File: config.mk
export PLATFORM = sky130hd
export DESIGN_NAME = vic_wb_multi
export DESIGN_NICKNAME = d
export VERILOG_FILES = /design/src/rtl/vic_pkg.sv /design/src/rtl/vic_prio_enc.sv /design/src/rtl/vic_wb_multi.sv
export SDC_FILE = /design/constraint.sdc
export NUM_CORES = 1
export LEC_CHECK = 0
export ABC_AREA = 1
export ABC_CLOCK_PERIOD_IN_PS = 1400
export CAP_MARGIN = 25
export CORE_MARGIN = 5
export CORE_UTILIZATION = 39
export CTS_CLUSTER_DIAMETER = 80
export CTS_CLUSTER_SIZE = 16
export DETAILED_ROUTE_END_ITERATION = 8
export PLACE_DENSITY = 0.76
export SLEW_MARGIN = 20
export SYNTH_ARGS = -nofsm -noshare
export SYNTH_HDL_FRONTEND = slang
export SYNTH_SLANG_ARGS = --single-unit
File: constraint.sdc
create_clock -name clk_sys -period 1.4 [get_ports clk_sys]
set_clock_uncertainty 0.05 [all_clocks]
set_input_delay 0.21 -clock clk_sys [delete_from_list [all_inputs] [get_ports clk_sys]]
set_output_delay 0.21 -clock clk_sys [all_outputs]
set_load 0.01 [all_outputs]
File: src/rtl/vic_pkg.sv
// vic_pkg: shared types and priority search for the vectored interrupt controller.
// vic_prio_sel walks downward from a start index, wrapping from 0 to n-1.
package vic_pkg;

   localparam int VIC_MAX_N = 16;

   typedef enum logic [1:0] {
      VIC_IDLE,
      VIC_ACK,
      VIC_WAIT
   } vic_state_t;

   // Returns {valid, index}; the lowest distance from start wins.
   function automatic logic [4:0] vic_prio_sel(
      input logic [VIC_MAX_N-1:0] mask,
      input logic [3:0]           start,
      input logic [4:0]           n
   );
      logic [4:0] res;
      logic [3:0] idx;
      res = '0;
      for (int d = VIC_MAX_N - 1; d >= 0; d--) begin
         if (5'(d) < n) begin
            if ({1'b0, start} >= 5'(d))
               idx = 4'({1'b0, start} - 5'(d));
            else
               idx = 4'({1'b0, start} + n - 5'(d));
            if (mask[idx])
               res = {1'b1, idx};
         end
      end
      return res;
   endfunction

endpackage

File: src/rtl/vic_prio_enc.sv
// vic_prio_enc: N-input priority encoder with a rotating start index.
// Searches downward from start, wrapping from 0 to N-1.
module vic_prio_enc
   import vic_pkg::*;
#(
   parameter int N = 2
) (
   input  logic [N-1:0] req,
   input  logic [3:0]   start,
   output logic         valid,
   output logic [3:0]   idx
);

   logic [VIC_MAX_N-1:0] req_ext;

   assign req_ext      = VIC_MAX_N'(req);
   assign {valid, idx} = vic_prio_sel(req_ext, start, 5'(N));

endmodule

File: src/rtl/vic_wb_multi.sv
// vic_wb_multi: N-channel vectored interrupt controller for the VM1 bus.
// Define VIC_ROUND_ROBIN_EN for rotating priority; fixed priority otherwise.
module vic_wb_multi
   import vic_pkg::*;
#(
   parameter int          N        = 2,
   parameter logic [N-1:0] EDGE    = '0,
   parameter logic [15:0] SPURIOUS = 16'o000000
) (
   input  logic          clk_sys,
   input  logic          wb_rst_i,
   input  logic          ce,
   input  logic [16*N-1:0] ivec,
   input  logic [N-1:0]  ireq,
   input  logic [N-1:0]  imask,
   output logic [N-1:0]  iack,
   input  logic          wb_stb_i,
   output logic          wb_ack_o,
   output logic [15:0]   wb_dat_o,
   output logic          wb_irq_o
);

   vic_state_t   state_q, state_d;
   logic         deliver;
   logic [N-1:0] pend, pend_d, ireq_q;
   logic [N-1:0] act, win_oh, clr;
   logic         win_valid;
   logic [3:0]   win_idx, start;
   logic [15:0]  win_vec;

   assign act = pend & ~imask;

`ifdef VIC_ROUND_ROBIN_EN
   logic [3:0] ptr;

   // Search starts just below the last delivered channel.
   assign start = (ptr == 4'd0) ? 4'(N - 1) : ptr - 4'd1;

   always_ff @(posedge clk_sys or posedge wb_rst_i)
      if (wb_rst_i)
         ptr <= '0;
      else if (ce && deliver && win_valid)
         ptr <= win_idx;
`else
   assign start = 4'(N - 1);
`endif

   vic_prio_enc #(.N(N)) u_prio (
      .req   (act),
      .start (start),
      .valid (win_valid),
      .idx   (win_idx)
   );

   always_comb begin
      win_oh  = '0;
      win_vec = SPURIOUS;
      for (int i = 0; i < N; i++)
         if (win_valid && win_idx == 4'(i)) begin
            win_oh[i] = 1'b1;
            win_vec   = ivec[16*i +: 16];
         end
   end

   always_comb begin
      state_d = state_q;
      deliver = 1'b0;
      case (state_q)
         VIC_IDLE:
            if (wb_stb_i) begin
               state_d = VIC_ACK;
               deliver = 1'b1;
            end
         VIC_ACK:
            state_d = wb_stb_i ? VIC_WAIT : VIC_IDLE;
         VIC_WAIT:
            if (!wb_stb_i)
               state_d = VIC_IDLE;
         default:
            state_d = VIC_IDLE;
      endcase
   end

   // A fresh edge in the delivery cycle outranks the clear.
   assign clr    = deliver ? (win_oh & EDGE) : '0;
   assign pend_d = (EDGE & ((ireq & ~ireq_q) | (pend & ~clr)))
                 | (~EDGE & ireq);

   always_ff @(posedge clk_sys or posedge wb_rst_i)
      if (wb_rst_i) begin
         state_q  <= VIC_IDLE;
         pend     <= '0;
         ireq_q   <= '0;
         iack     <= '0;
         wb_ack_o <= 1'b0;
         wb_dat_o <= '0;
         wb_irq_o <= 1'b0;
      end else if (ce) begin
         state_q  <= state_d;
         pend     <= pend_d;
         ireq_q   <= ireq;
         wb_irq_o <= |act;
         iack     <= deliver ? win_oh : '0;
         if (deliver) begin
            wb_ack_o <= 1'b1;
            wb_dat_o <= win_vec;
         end else if (state_d == VIC_IDLE) begin
            wb_ack_o <= 1'b0;
            wb_dat_o <= '0;
         end
      end

endmodule

==> reports/results.ini, run 1 <==
[run_status]
outcome=completed

[route]
drt-pass1-iter-count=4
drtIter0Drc=32
drcViolationCount=0
viasPerCell=5.138
vias=1156
postRouteAntennaNets=0
drt-wirelength-per-cell_um=14.08
totalWireLength_um=3168

[sta]
min_period_over_period_pct=90.54
rsz0062_at_grt=false
maxSlewViolCount=0
hold_viol_final=0
min_period_ps=1268
slew_headroom_pct=80.41
final-setup-viol-count=0
max_freq_mhz=788.9
worst_pin_slew_ps=293.9
holdWs_ps=174.3

[clock_network]
cts_resized=20
cts-root-buf=clkbuf_4
post_cts_buffers=0
clockBufferDepth=2
cts_hold_buf=0
htree_levels=1
tritoncts=done
clock_latency_ps=300
clock-sinks=24
cts.reportedPaths.clkPinSlew_ps=130
numCtsBuffers=3

[place]
dp.final_hpwl_um=2508
place_congestion=0.7889
io_buffers=59
placed_area_um2=1831
place_inst=221

[power]
p_switching_mw=0.4096
vdd_ir_drop_max_mv=0.6615
p_seq_share_pct=50.5
swShare_pct=26.79
p_clk_share_pct=23.3
powerDensity_nw_per_um2=830.3
internal-power_mw=1.120
power_mw=1.529
comb_power_share_pct=26.2
p_leak_nw=0.9456

[grt]
grt_overflow=0
antenna_found_initial=0
grt_max_degree=25
grt_pass1_vias=1224
grt_usage_pct=16.84
grt_pass1_wl_um=5623

[yosys]
synthCells=129
synth_cell_types=15
synth-seq-cells=24
synth_area_um2=1139
synth.avg_cell_area_um2=8.826
seq_area_frac_synth_pct=52.75
yosys_warnings=0
syn_nets=169

[critical_path]
slowest_stage=dfrtp_1
worstPathCellList=dlygate4sd2_1
critPathRequiredTime_ps=1140
cp_data_arrival_time_ps=1010
path_max_fanout=2
startpoint_type=flop
cp_top_family=flip-flops
r2r_slack_ps=190
slowest_delay_ps=410
cp_num_buf_inv=1
cp-end-kind=output pin
crit_type=flop to output pin

[final_layout]
final_area_um2=1842
area_growth_pct=61.76
final_common_cell=nand3_1
stdcell_count=225
final_cell_mix=nand3_1 (50), clkdlybuf4s50_1 (39), nand2_1 (30), dfrtp_1 (24), dlygate4sd2_1 (20)
nNetsFinal=235
fin_util_pct=66.22
drive_above_1_share_pct=9.278
antennaDiodeCount=0

[min_path]
min_path_type=input port to async pin

[run]
maxCapViolCount=0

[floorplanning]
initial_core_util_pct=40.94
ios=60
num_rows=19
die_y_um=64.03
die_area_um2=4100
die_w_um=64.03
coreArea_um2=2781

==> flip-flops by register name, indices dropped and copies added (netlist names) <==
name      cells
wb_dat_o     16
iack          2
pend          2
state_q       2
wb_ack_o      1
wb_irq_o      1
==> layer usage <==
metal,GRT usage (%),part of all wire (%),vias up
met5,0,0,-
met4,8.052,1.7,0
met3,5.254,9.3,6
met2,28.52,50,60
met1,19.11,39,529
li1,-,-,561
==> synth_stat cells <==
| library cell | number | area share [%] |
|---|---|---|
| a21oi_1 | 1 | 0.44 |
| buf_2 | 2 | 0.88 |
| buf_4 | 3 | 2.0 |
| buf_6 | 2 | 2.0 |
| dfrtp_1 | 24 | 53 |
| inv_1 | 7 | 2.3 |
| nand2_1 | 30 | 9.9 |
| nand2_4 | 1 | 0.99 |
| nand3_1 | 50 | 22 |
| nand3_2 | 1 | 0.88 |
| nor2_1 | 2 | 0.66 |
| nor2_4 | 2 | 2.0 |
| nor2_8 | 1 | 1.8 |
| o21a_1 | 1 | 0.66 |
| o21ai_0 | 2 | 0.88 |
==> per-stage QoR <==
stage               setup TNS [ps]  setup slack [ps]
floorplan                        0             292.3
global placement             -1065            -71.64
detailed placement           -1777            -120.2
CTS                              0             112.2
global route                     0             76.62
finish                           0             132.4
==> final timing paths <==
check / to / depth (start not counted) / from
worst max-delay path: wb_dat_o[7] / 1 / wb_dat_o[7]$_DFFE_PP0P_
worst min-delay path: wb_dat_o[12]$_DFFE_PP0P_ / 3 / wb_rst_i
worst max register to register: wb_dat_o[12]$_DFFE_PP0P_ / 6 / state_q[0]$_DFFE_PP0P_
worst min register to register: wb_dat_o[0]$_DFFE_PP0P_ / 2 / wb_dat_o[0]$_DFFE_PP0P_
max in group asynchronous: wb_dat_o[0]$_DFFE_PP0P_ / 3 / wb_rst_i
min in group clk_sys: pend[0]$_DFFE_PP0P_ / 3 / ireq[0]
==> worst min-delay path: stages <==
cell and delay, ps:
clkdlybuf4s50_1 390, inv_1 50, buf_4 280
==> area by class of cell <==
class | instances | area (um2)
clock buffer | 4 | 36.28
fill | 237 | 939.7
sequential | 24 | 600.6
tap | 31 | 38.79
timing repair buffer | 68 | 683.2
inverter | 7 | 26.28
multi-input combinational | 91 | 456.7
==> power groups by stage <==
| stage | Sequential [mW] | Combinational [mW] | Clock (mW) |
|---|---|---|---|
| 2_1_floorplan | 0.803 | 0.149 | 0 |
| 3_3_place_gp | 0.787 | 0.422 | 0 |
| 3_5_place_dp | 0.788 | 0.433 | 0 |
| 4_1_cts | 0.774 | 0.407 | 0.372 |
| 5_1_grt | 0.780 | 0.441 | 0.386 |
| 6_report | 0.773 | 0.401 | 0.356 |
==> cells by family after synthesis <==
family / Yosys count / synth area share (%)
AND/OR/NAND/NOR: 87 / 38.13
flip-flops: 24 / 52.75
buffers and inverters: 14 / 7.143
AO/OA/AOI/OAI: 4 / 1.978
Power figures use the tool's default switching activity.
==> inputs of run 2 (changes only) <==
Settings changed: ABC_CLOCK_PERIOD_IN_PS 1400 to 1150, CORE_UTILIZATION 39 to 35, PLACE_DENSITY 0.76 to 0.71.
Clock period 1.4 ns to 1.15 ns, I/O delays scaled along.
==> reports/results.ini, run 2 (same netlist as run 1, synthesis figures left out) <==
[sta]
min_period_over_period_pct=104.8
maxSlewViolCount=0
hold_viol_final=0
worst_pin_slew_ps=289.7
max_freq_mhz=830.0
min_period_ps=1205
rsz0062_at_grt=true
final-setup-viol-count=18
slew_headroom_pct=80.65
setup_ws_ps=-54.82

[clock_network]
cts_hold_buf=0
cts-root-buf=clkbuf_4
htree_levels=1
cts.reportedPaths.clkPinSlew_ps=140
clockBufferDepth=2
clock_latency_ps=310
tritoncts=done
numCtsBuffers=3
clock-sinks=24

[floorplanning]
die_area_um2=4494
ios=60
die_y_um=67.04
initial_core_util_pct=36.99
num_rows=20
die_w_um=67.04
coreArea_um2=3078

[place]
dp.final_hpwl_um=2596
io_buffers=59
place_congestion=0.8213
post-place-ws_ps=-325.5

[grt]
grt_pass1_vias=1305
grt_usage_pct=16.38
grt_pass1_wl_um=5678
grt_overflow=0
antenna_found_initial=0
grt_max_degree=25

[final_layout]
area_growth_pct=74.84
final_cell_mix=nand3_1 (45), clkdlybuf4s50_1 (38), nand2_1 (24), dfrtp_1 (24), buf_2 (20)
largest_register=wb_dat_o
fillCellCount=290
drive_above_1_share_pct=30.24
final_common_cell=nand3_1
largest_reg_flops=16
fin_util_pct=64.67
antennaDiodeCount=0
nNetsFinal=246

[critical_path]
r2r-end=wb_dat_o[6]$_DFFE_PP0P_
r2r_slack_ps=-50
cp-end-kind=flop
cp_data_arrival_time_ps=1370
crit_type=flop to flop
path_max_fanout=5
r2r-start=state_q[1]$_DFFE_PP0P_
critPathRequiredTime_ps=1320
reg2reg_depth=6
startpoint_type=flop

[run_status]
outcome=finished with violations
violations=negative setup slack

[power]
powerDensity_nw_per_um2=1086
vdd_ir_drop_max_mv=0.5328
p_leak_nw=1.026

[route]
drtIter0Drc=80
vias=1241
postRouteAntennaNets=0
drt-wirelength-per-cell_um=15.29
viasPerCell=4.984
drcViolationCount=0
totalWireLength_um=3808
drt-pass1-iter-count=6

[min_path]
min_path_type=input port to async pin

[run]
maxCapViolCount=0

-- run 2: per-layer routing --
layer	share of wire [%]	track usage, %
met1	39	18.30
met2	50	29.69
met3	9.8	4.722
met4	1.3	4.810
met5	0	0
-- run 2: critical path, stage by stage, from the launching register on --
cell,delay (ps)
dfrtp_1,430
buf_6,140
nand3_4,70
nand3_4,110
clkbuf_16,190
nand2_1,60
nand3_1,60
-- run 2: final cells by class --
class / count / area (um2) / area share (%)
repair buffers: 79 / 739.5 / 37.15
flip-flops and latches: 24 / 600.6 / 30.17
multi-input cells: 91 / 516.7 / 25.96
well taps: 44 / 55.05 / 2.766
clock inverters: 1 / 30.03 / 1.508
inverters: 7 / 26.28 / 1.320
clock buffers: 3 / 22.52 / 1.131
-- run 2: how the worst max path moves through the flow --
stage                                       from                       end  slack (ps)
after CTS                 state_q[0]$_DFFE_PP0P_   wb_dat_o[5]$_DFFE_PP0P_         -20
final                     state_q[1]$_DFFE_PP0P_   wb_dat_o[6]$_DFFE_PP0P_         -50
after global placement                        ce  wb_dat_o[11]$_DFFE_PP0P_        -290
after detailed placement                      ce  wb_dat_o[10]$_DFFE_PP0P_        -330
after floorplan           state_q[0]$_DFFE_PP0P_  wb_dat_o[10]$_DFFE_PP0P_          40
after global routing      state_q[0]$_DFFE_PP0P_   wb_dat_o[7]$_DFFE_PP0P_        -100
-- run 2: metrics by stage --
stage,cell area (um2),cells,TNS (ps),power [mW],hold WS (ps)
4_1_cts,1867,246,-190.2,2.087,126.3
3_5_place_dp,1877,238,-6693,1.502,414.4
3_3_place_gp,1877,238,-5737,1.487,405.5
6_report,1991,249,-613.4,2.161,116.0
2_1_floorplan,1139,129,0,1.159,137.1
5_1_grt,1991,249,-1656,2.257,123.7
-- run 2: what timing repair did --
action                                  in CTS  in global routing
setup buffers                                4                  0
resized for setup                           84                 15
endpoints found under the setup margin      39                 21
gates cloned                                 0                  3
pin swaps                                    1                  2
-- run 2: power by group --
group,total (mW),switching (mW),internal (mW),leakage (nW)
Clock,0.617,0.265,0.352,0.0279
Sequential,0.949,0.0425,0.907,0.322
Combinational,0.595,0.271,0.324,0.676
Total,2.16,0.578,1.58,1.03
